==> src/rtl/data_mem_arbiter_pkg.sv <==
// Shared encodings and pipeline record types for the two-port data memory arbiter.
package data_mem_arbiter_pkg;

  localparam logic [1:0] SZ_BYTE = 2'b00;
  localparam logic [1:0] SZ_HALF = 2'b01;
  localparam logic [1:0] SZ_WORD = 2'b10;

  localparam logic PORT_CPU = 1'b0;
  localparam logic PORT_AUX = 1'b1;

  // Command presented to memory the cycle after a grant.
  typedef struct packed {
    logic        read;
    logic        write;
    logic [1:0]  size;
    logic        uns;
    logic [31:0] addr;
    logic [31:0] wdata;
  } cmd_t;

  // Per-request tracking through the two-stage response pipeline.
  typedef struct packed {
    logic valid;
    logic port;
    logic is_load;
  } tag_t;

endpackage

==> src/rtl/rr_arbiter2.sv <==
// Two-way request arbiter: round-robin on a last-granted pointer, or fixed priority to port 0.
module rr_arbiter2
  import data_mem_arbiter_pkg::*;
#(
  parameter int unsigned RR_ENABLE = 1
) (
  input  logic clk,
  input  logic reset,
  input  logic req0,
  input  logic req1,
  output logic gnt0,
  output logic gnt1
);

  logic last_q, last_d;

  always_comb begin
    gnt0 = 1'b0;
    gnt1 = 1'b0;
    if (!reset) begin
      if ((RR_ENABLE != 0) && req0 && req1) begin
        // Contested cycle: the port that did not win last time goes next.
        gnt0 = (last_q == PORT_AUX);
        gnt1 = (last_q == PORT_CPU);
      end else begin
        gnt0 = req0;
        gnt1 = req1 && !req0;
      end
    end
    last_d = last_q;
    if (gnt0) begin
      last_d = PORT_CPU;
    end else if (gnt1) begin
      last_d = PORT_AUX;
    end
  end

  always_ff @(posedge clk) begin
    if (reset) begin
      last_q <= PORT_AUX;
    end else begin
      last_q <= last_d;
    end
  end

endmodule

==> src/rtl/data_mem_arbiter.sv <==
// Two-port data memory arbiter: grant in N, memory command in N+1, load response in N+2.
module data_mem_arbiter
  import data_mem_arbiter_pkg::*;
#(
  parameter int unsigned RR_ENABLE = 1
) (
  input  logic        clk,
  input  logic        reset,
  input  logic        m0_req,
  input  logic        m0_we,
  input  logic [1:0]  m0_size,
  input  logic        m0_unsigned,
  input  logic [31:0] m0_addr,
  input  logic [31:0] m0_wdata,
  output logic        m0_gnt,
  output logic        m0_rvalid,
  output logic [31:0] m0_rdata,
  input  logic        m1_req,
  input  logic        m1_we,
  input  logic [1:0]  m1_size,
  input  logic        m1_unsigned,
  input  logic [31:0] m1_addr,
  input  logic [31:0] m1_wdata,
  output logic        m1_gnt,
  output logic        m1_rvalid,
  output logic [31:0] m1_rdata,
  output logic        mem_read,
  output logic        mem_write,
  output logic [1:0]  store_size,
  output logic [1:0]  load_size,
  output logic        load_unsigned,
  output logic [31:0] endereco,
  output logic [31:0] write_data,
  input  logic [31:0] read_data
);

  logic gnt0, gnt1, any_gnt;
  cmd_t cmd_q, cmd_d;
  tag_t tag_s1_q, tag_s1_d, tag_s2_q;
  logic resp_load;

  rr_arbiter2 #(
    .RR_ENABLE(RR_ENABLE)
  ) u_arb (
    .clk  (clk),
    .reset(reset),
    .req0 (m0_req),
    .req1 (m1_req),
    .gnt0 (gnt0),
    .gnt1 (gnt1)
  );

  assign any_gnt = gnt0 | gnt1;

  always_comb begin
    cmd_d       = cmd_q;
    cmd_d.read  = 1'b0;
    cmd_d.write = 1'b0;
    if (any_gnt) begin
      if (gnt1) begin
        cmd_d = '{read: !m1_we, write: m1_we, size: m1_size, uns: m1_unsigned,
                  addr: m1_addr, wdata: m1_wdata};
      end else begin
        cmd_d = '{read: !m0_we, write: m0_we, size: m0_size, uns: m0_unsigned,
                  addr: m0_addr, wdata: m0_wdata};
      end
    end
    tag_s1_d = '{valid: any_gnt, port: gnt1, is_load: any_gnt && !cmd_d.write};
  end

  always_ff @(posedge clk) begin
    if (reset) begin
      cmd_q    <= '0;
      tag_s1_q <= '0;
      tag_s2_q <= '0;
    end else begin
      cmd_q    <= cmd_d;
      tag_s1_q <= tag_s1_d;
      tag_s2_q <= tag_s1_q;
    end
  end

  // Strobes and responses are masked while reset is held so nothing leaks before the clear edge.
  always_comb begin
    m0_gnt        = gnt0;
    m1_gnt        = gnt1;
    mem_read      = cmd_q.read & ~reset;
    mem_write     = cmd_q.write & ~reset;
    store_size    = cmd_q.size;
    load_size     = cmd_q.size;
    load_unsigned = cmd_q.uns;
    endereco      = cmd_q.addr;
    write_data    = cmd_q.wdata;
    resp_load     = tag_s2_q.valid & tag_s2_q.is_load & ~reset;
    m0_rvalid     = resp_load & (tag_s2_q.port == PORT_CPU);
    m1_rvalid     = resp_load & (tag_s2_q.port == PORT_AUX);
    m0_rdata      = m0_rvalid ? read_data : '0;
    m1_rdata      = m1_rvalid ? read_data : '0;
  end

endmodule

==> config.mk <==
export PLATFORM = sky130hd
export DESIGN_NAME = data_mem_arbiter
export DESIGN_NICKNAME = d
export VERILOG_FILES = /design/src/rtl/data_mem_arbiter_pkg.sv /design/src/rtl/rr_arbiter2.sv /design/src/rtl/data_mem_arbiter.sv
export SDC_FILE = /design/constraint.sdc
export NUM_CORES = 1
export LEC_CHECK = 0
export ABC_CLOCK_PERIOD_IN_PS = 1500
export BUFFER_PORTS_ARGS = -buffer_cell sky130_fd_sc_hd__clkbuf_2
export CAP_MARGIN = 20
export CORE_MARGIN = 10
export CORE_UTILIZATION = 36
export DETAILED_ROUTE_END_ITERATION = 6
export PLACE_DENSITY_LB_ADDON = 0.15
export SLEW_MARGIN = 20
export SYNTH_ARGS = -nofsm -noshare
export SYNTH_HDL_FRONTEND = slang
export SYNTH_SLANG_ARGS = --single-unit
==> constraint.sdc <==
create_clock -name clk -period 1.5 [get_ports clk]
set_input_delay 0.3 -clock clk [delete_from_list [all_inputs] [get_ports clk]]
set_output_delay 0.3 -clock clk [all_outputs]
set_load 0.02 [all_outputs]
# ---- Word level (Yosys, flattened, before mapping)
# Index checks and enable logic that the tools add are counted.
dict set report totals {
  reg_bits 76
  inputBits 172
  output_inout_bits 139
  elab_cells 43
}
dict set report classes {
  mux 10
  bitwise 11
  reduce_logical 9
}
# operator n
set op_table {}
lappend op_table {{two-way mux 69 bit} 1}
lappend op_table {{two-way mux 68 bit} 1}
lappend op_table {{two-way mux 32 bit} 2}
lappend op_table {{AND 1 bit} 6}
lappend op_table {{two-way mux 1 bit} 6}
lappend op_table {{logical NOT 1 bit} 4}
lappend op_table {{NOT 1 bit} 4}
lappend op_table {{logical AND 1 bit} 3}
lappend op_table {{nonzero test 2 bit} 1}
lappend op_table {{OR reduction 2 bit} 1}
lappend op_table {{bitwise OR 1 bit} 1}

# ---- Depth between registers and ports, before layout
# Gate-level depths: netlist of the first run.
dict set report logic_depth {
  word_depth 8
  depth_mapped 6
  ltp_nobuf 3
}

# ---- Modules after synthesis
# A second synthesis of the first run with hierarchy kept.
dict set report unflattened {
  hier_cells 516
  area_unflattened_um2 4400.5
}
# mod n_inst cells_each area_per_inst_um2 seq_area_each_um2
set modules_own_cells {}
lappend modules_own_cells {data_mem_arbiter 1 509 4342.9 1501.4}
lappend modules_own_cells {rr_arbiter2 1 7 57.6 20.0}

# ---- Worst setup path before layout of the first run
# Ideal clock, no wire load.
dict set report synth_path {
  path_type {input -> output}
  from {input port reset}
  to {output port m1_rdata[22]}
  t_arrival_ps 1368
  required_ps 1200
  setup_slack_ps -168
  stages 4
  n_path_buf 2
  cell_sequence {buf_4 -> nor3b_2 -> clkbuf_1 -> and2_1}
}
dict set report synth_between {
  elab_chain_len 4
}
# item line_no
set synth_lines {}
lappend synth_lines {{start: declaration} data_mem_arbiter.sv:8} ;# input logic reset,
lappend synth_lines {{NOT 1 bit} data_mem_arbiter.sv:94} ;# resp_load = tag_s2_q.valid & tag_s2_q.is_load & ~reset;
lappend synth_lines {{AND 1 bit} data_mem_arbiter.sv:94}
lappend synth_lines {{AND 1 bit} data_mem_arbiter.sv:96} ;# m1_rvalid = resp_load & (tag_s2_q.port == PORT_AUX);
lappend synth_lines {{named net m1_rvalid} data_mem_arbiter.sv:25} ;# output logic m1_rvalid,
lappend synth_lines {{two-way mux 32 bit} data_mem_arbiter.sv:98} ;# m1_rdata = m1_rvalid ? read_data : '0;
lappend synth_lines {{end: declaration} data_mem_arbiter.sv:26} ;# output logic [31:0] m1_rdata,
# The timed path passes the listed nets, and every way through them passes these cells.

# ---- Final worst setup path of the first run
dict set report layout_path {
  from {register tag_s2_q[2] (netlist bit)}
  to {output port m1_rdata[11]}
}
dict set report layout_between {
  elab_chain_len 4
}
# item line_no
set layout_lines {}
lappend layout_lines {{start: declaration} data_mem_arbiter.sv:39} ;# tag_t tag_s1_q, tag_s1_d, tag_s2_q;
lappend layout_lines {{start signal: assignment} data_mem_arbiter.sv:79} ;# tag_s2_q <= tag_s1_q;
lappend layout_lines {{AND 1 bit (2 in series)} data_mem_arbiter.sv:94}
lappend layout_lines {{AND 1 bit} data_mem_arbiter.sv:96}
lappend layout_lines {{two-way mux 32 bit} data_mem_arbiter.sv:98}
# No other way between the ends.

==> flow_summary_export.csv, run 1 <==
group,metric,value,unit
run_status,status,"finished with violations",
run_status,violations,"setup timing",
cts,cts_tree,"done",
worst_setup_path,reg2reg_depth,5,
power,leakage,3.07,nW
floorplanning,rows,37,
place,pre_cts_ws,-67.8,ps
worst_setup_path,cp-start-kind,"flop",
grt,antenna_found_initial,0,
timing,setup_viol,67,
timing,finalSetupTns,-15300,ps
worst_setup_path,critical_path_arrival,1490,ps
synth,syn_area_per_cell,9.76,um2
place,gp_congestion,0.859,
timing,whs,178,ps
floorplanning,io-pin-count,311,
detailed_routing,drtAntennaViolNets,0,
floorplanning,start_util,0.371,
detailed_routing,drt-initial-drc-count,168,
synth,synthSimpleGateAreaFrac,0.250,
timing,final_hold_viol_count,0,
grt,grt-ovfl-total,0,
grt,grt_max_degree,43,
synth,synthCells,396,
grt,track_usage,0.180,
cts,cts-hold-fix-buffers,0,
synth,synth_mux_area_frac,0,
cts,worstSkewPairLatency,340,ps
floorplanning,coreArea,0.0104,mm2
timing,fin_skew,10.8,ps
cts,cts_buffer_depth,2,
synth,synth_compound_gate_area_share,0.179,
timing,worst_slack,-291,ps
synth,synth_fp_nets,568,
worst_setup_path,path_max_fanout,8,
floorplanning,fp.dieW,124,um
place,dp_hpwl,11400,um
final_layout,nNetsFinal,819,
final_layout,fillers,936,
final_layout,antennaDiodeCount,0,
detailed_routing,wire_per_inst,18.7,um
timing,fin_crit_sh,1.19,
timing,max_freq,0.558,GHz
synth,synth_top_family_by_area,"simple AND/OR/NAND/NOR gates",
detailed_routing,drc,0,
cts,cts-root-buf,"clkbuf_8",
synth,ys_warn_count,0,
grt,grt_pass1_wl,21700,um
synth,synthAdderAreaFrac,0,
power,irDropWorstVdd,0.000395,V
place,numPortBuffers,310,
timing,fin_crit,1790,ps
power,total_power,5.05,mW
worst_setup_path,end_kind,"output pin",
hold_path,min_path_cells,2,
flow_run,max_cap_violations,0,
synth,synth_seq_cells,76,
timing,maxSlewViolCount,0,
detailed_routing,wl,14700,um
worst_setup_path,crit_type,"reg -> out",
cts,cts.clk_slew.worst_paths,80,ps
cts,htree_levels,3,
timing,worstMarginPinSlew,524,ps
detailed_routing,vias_per_cell,4.73,
detailed_routing,vias,3716,
worst_setup_path,required,1200,ps
synth,ys_seq_area_frac,0.394,
cts,clock-sinks,76,
synth,synth_xor_area_frac,0,
floorplanning,die_h,124,um
timing,slew_headroom,0.646,
power,power.density,860,mW/mm2
floorplanning,dieArea,0.0153,mm2
grt,grt_pass1_vias,3978,
cts,cts_buffers,9,
final_layout,final_layout_size_suffix_gt1_frac,0.586,
final_layout,syn2layout_area_growth,52.0,%
synth,ys_types,24,
hold_path,hold_path_class,"in -> reg",
detailed_routing,drtPass1Iterations,4,
synth,syn_area,0.00387,mm2
timing,rsz0062_at_grt,"yes",
-- cells in the final DEF, fill, tap and decap left out, types with 3 or more instances in the layout --
cell	netlist	final
a221o_1	67	67
and2_0	3	3
and2_1	128	110
and2_4	1	19
buf_12	0	5
buf_4	70	11
buf_6	5	9
buf_8	0	22
bufinv_16	0	3
clkbuf_2	2	275
clkbuf_8	0	22
dfxtp_1	76	73
nor2_1	3	3
nor2b_1	5	5
-- power breakdown --
| group | switching (mW) | internal, mW |
|---|---|---|
| sequential | 0.0771 | 2.18 |
| clock | 0.715 | 1.08 |
| combinational | 0.519 | 0.478 |
| total | 1.31 | 3.74 |
-- sequential cells by signal, summed over array words and instances (netlist names) --
signal and cells:
cmd_q 2, endereco 32, load_size 2, load_unsigned 1, tag_s1_q 3, tag_s2_q 3, u_arb.last_q 1, write_data 32
-- layer usage --
layer	vias up	track usage	wire length, um
met5	-	0	0
met4	0	0.0437	158
met3	14	0.0792	1770
met2	188	0.332	7680
met1	1695	0.182	5130
li1	1819	-	-
-- Yosys cell counts --
cell,number,share of area
o21ai_0,1,0.0013
nor3b_2,2,0.0065
o31a_1,1,0.0023
nor2_1,3,0.0029
nor3_1,2,0.0026
inv_2,1,0.00097
nor2b_1,5,0.0081
o21a_1,1,0.0019
clkbuf_2,2,0.0026
buf_2,11,0.014
a221o_1,67,0.17
buf_4,70,0.14
dfxtp_1,76,0.39
inv_1,1,0.00097
and2_0,3,0.0049
nor2b_4,1,0.0036
nand2_1,1,0.00097
and2_1,128,0.21
nor4_1,2,0.0032
nor4b_1,1,0.0023
nor3_2,2,0.0052
buf_6,5,0.015
and2_4,1,0.0023
clkbuf_1,9,0.0087
-- worst max-delay path: stages, from the launching register on --
cell,delay [ps]
dfxtp_2,340
nand2_4,60
nor3b_4,230
buf_6,140
buf_6,130
and2_4,150
buf_8,110
-- worst paths after layout --
kind | startpoint | slack [ps] | end
worst max-delay path | tag_s2_q[2] | -290 | m1_rdata[11]
worst min-delay path | m0_addr[18] | 180 | endereco[18]
worst max register to register | u_arb.last_q | 80 | endereco[25]
worst min register to register | tag_s1_q[0] | 440 | tag_s2_q[0]
-- layout make-up --
type                       count  area, um2  share of cell area
clock inverter                 5        103              0.0175
timing repair buffer         337       2210               0.375
clock buffer                   9        124              0.0211
sequential                    76       1530               0.260
tap                          136        170              0.0289
multi-input combinational    221       1740               0.296
inverter                       2       7.51             0.00128
-- timing repair --
| item | in CTS | in global routing |
|---|---|---|
| gates cloned | 3 | 0 |
| pin swaps | 16 | 6 |
| resized for setup | 101 | 29 |
| buffers inserted | 6 | 1 |
| endpoints found under the setup margin | 68 | 104 |
-- cells by family (layout without fill, tap and decap cells) --
| group | after synthesis | after routing |
|---|---|---|
| AO/OA/AOI/OAI | 70 | 70 |
| buffers and inverters | 99 | 353 |
| flip-flops | 76 | 76 |
| AND/OR/NAND/NOR | 151 | 151 |
-- through the flow --
step	std cells	area (um2)	util
after floorplan	396	3880	-
after global placement	763	5140	0.493
after detailed placement	763	5140	0.493
after CTS	786	5840	0.560
after global routing	786	5880	0.564
final	786	5880	0.564
(Power assumes the default switching activity.)
==> run 2, diff against run 1 <==
--- a/config.mk
+++ b/config.mk
@@ -12,5 +12,5 @@
 export CORE_UTILIZATION = 36
 export DETAILED_ROUTE_END_ITERATION = 6
-export PLACE_DENSITY_LB_ADDON = 0.15
+export PLACE_DENSITY = 0.75
 export SLEW_MARGIN = 20
 export SYNTH_ARGS = -nofsm -noshare
==> constraint.sdc (replaced) <==
create_clock -name clk -period 1.5 [get_ports clk]
set_input_delay 0 -clock clk [delete_from_list [all_inputs] [get_ports clk]]
set_output_delay 0 -clock clk [all_outputs]
set_load 0.02 [all_outputs]
==> flow_summary_export.csv, run 2 (synthesized netlist as in run 1, its figures left out) <==
group,metric,value,unit
run_status,status,"finished, final reports clean",
power,total_power,5.21,mW
grt,grt_pass1_wl,28000,um
cts,cts-root-buf,"clkbuf_8",
worst_setup_path,critical_path_arrival,1500,ps
final_layout,postLayoutCellArea,0.00729,mm2
grt,use_met2,0.412,
timing,finalSetupTns,0,ps
place,place_area,0.00501,mm2
power,leakage,3.64,nW
worst_setup_path,cp_num_buf_inv,3,
detailed_routing,drtAntennaViolNets,0,
worst_setup_path,cp-start-kind,"flop",
place,dp_hpwl,11200,um
timing,final_hold_viol_count,0,
worst_setup_path,required,1500,ps
power,clockPowerShare,0.309,
hold_path,hold_path_class,"in -> reg",
grt,grt_util_met3,0.0968,
worst_setup_path,cpPeakStageDelay,340,ps
timing,rsz0062_at_grt,"yes",
grt,track_usage,0.235,
grt,grt_pass1_vias,5100,
power,irDropWorstVdd,0.000620,V
power,swShare,0.282,
grt,grt_max_degree,68,
detailed_routing,vias_per_cell,4.98,
floorplanning,fp.dieW,124,um
cts,htree_levels,3,
final_layout,mostFrequentLayoutCells,"clkbuf_2 (260), dlygate4sd3_1 (135), and2_1 (97), dfxtp_1 (72), a221o_1 (67)",
power,seqPwrFrac,0.436,
timing,worstMarginPinSlew,490,ps
worst_setup_path,end_kind,"output pin",
power,comb_power_share,0.255,
worst_setup_path,crit_type,"reg -> out",
floorplanning,start_util,0.371,
timing,fin_crit,1500,ps
detailed_routing,drc,0,
cts,worstSkewPairLatency,340,ps
timing,max_freq,0.669,GHz
cts,cts.clk_slew.worst_paths,70,ps
worst_setup_path,path_max_fanout,8,
timing,whs,18.7,ps
detailed_routing,wl,19600,um
cts,cts_tree,"done",
final_layout,layout_commonest_cell,"clkbuf_2",
grt,grt-ovfl-total,0,
worst_setup_path,critPathTopFamily,"buffers and inverters",
power,p_int,3.74,mW
timing,slew_headroom,0.669,
floorplanning,rows,37,
floorplanning,coreArea,0.0104,mm2
floorplanning,die_h,124,um
place,place_inst,750,
detailed_routing,drtPass1Iterations,5,
timing,fin_skew,5.50,ps
final_layout,final-instance-count-excl-fill,923,
timing,worst_slack,4.42,ps
final_layout,fin_util,0.700,
timing,fin_crit_sh,0.997,
worst_setup_path,path_cells,"nand2_4 > nor3b_4 > buf_6 > buf_6 > and2_1 > buf_6",
detailed_routing,vias,4601,
grt,top_usage_layer,"met2",
worst_setup_path,crit_path_frequent_cell,"buf_6",
worst_setup_path,cp_slowest_cell,"dfxtp_2",
final_layout,fillers,726,
power,power.density,715,mW/mm2
cts,cts_buffers,9,
flow_run,max_cap_violations,0,
grt,antenna_found_initial,7,
grt,grt_use_met1,0.238,
place,gp_congestion,0.883,
timing,setup_viol,0,
detailed_routing,drt-initial-drc-count,258,
final_layout,nNetsFinal,946,
timing,maxSlewViolCount,0,
detailed_routing,wire_per_inst,21.3,um
power,power.switching,1.47,mW
floorplanning,dieArea,0.0153,mm2
place,numPortBuffers,310,
cts,cts_buffer_depth,2,
place,pre_cts_ws,120,ps
final_layout,final_layout_size_suffix_gt1_frac,0.498,
final_layout,syn2layout_area_growth,88.6,%
floorplanning,io-pin-count,311,
cts,clock-sinks,76,
[run 2: cell types whose count changed in the layout (fill, tap and decap cells not counted), moves of 8 or more]
cell | before | now
clkbuf_8 | 22 | 11
clkbuf_2 | 275 | 260
dlygate4sd3_1 | 0 | 135
and2_4 | 19 | 32
and2_1 | 110 | 97
diode_2 | 0 | 8
[run 2: final cells by class]
cell class                      instances  area (um2)  share of cell area
Antenna cell                            8        20.0             0.00275
Clock buffer                           12         155              0.0213
Clock inverter                          4        47.5             0.00652
Inverter                                2        7.51             0.00103
Multi-Input combinational cell        221        1780               0.244
Sequential cell                        76        1530               0.210
Tap cell                              136         170              0.0233
Timing Repair Buffer                  464        3580               0.492
[run 2: worst reg2reg max path, stage by stage (launching register included)]
cell and delay, ps:
dfxtp_4 370, and2_4 170, nor3_4 60, bufbuf_16 340, a221o_1 390
[run 2: layer usage]
layer	wire length (um)	vias up	share of wire
met3	2360	60	0.12
li1	-	2089	-
met5	0	-	0
met1	6480	2157	0.33
met4	775	0	0.039
met2	10000	295	0.51
[run 2: repair_timing]
item / 4_1_cts / 5_1_grt
gates resized for setup: 78 / 112
buffers inserted: 3 / 1
hold buffers: 135 / 0
endpoints found under the hold margin: 68 / 0
pin swaps: 5 / 32
setup endpoints to repair: 38 / 75
gates cloned: 7 / 3
[run 2: power by group through the flow]
stage	registers, mW	clock network (mW)	logic [mW]
2_1_floorplan	2.28	0	0.690
3_3_place_gp	2.30	0	0.909
3_5_place_dp	2.30	0	0.935
4_1_cts	2.26	1.63	1.29
5_1_grt	2.29	1.73	1.41
6_report	2.27	1.61	1.33
[run 2: final timing paths]
check | to | cells after the start | slack [ps] | start
worst max register to register | endereco[18] | 4 | 60 | u_arb.last_q
worst min register to register | tag_s2_q[1] | 1 | 440 | tag_s1_q[1]
worst min-delay path | tag_s1_q[1] | 3 | 20 | m1_req
worst max-delay path | m1_rdata[28] | 6 | 4 | tag_s2_q[2]
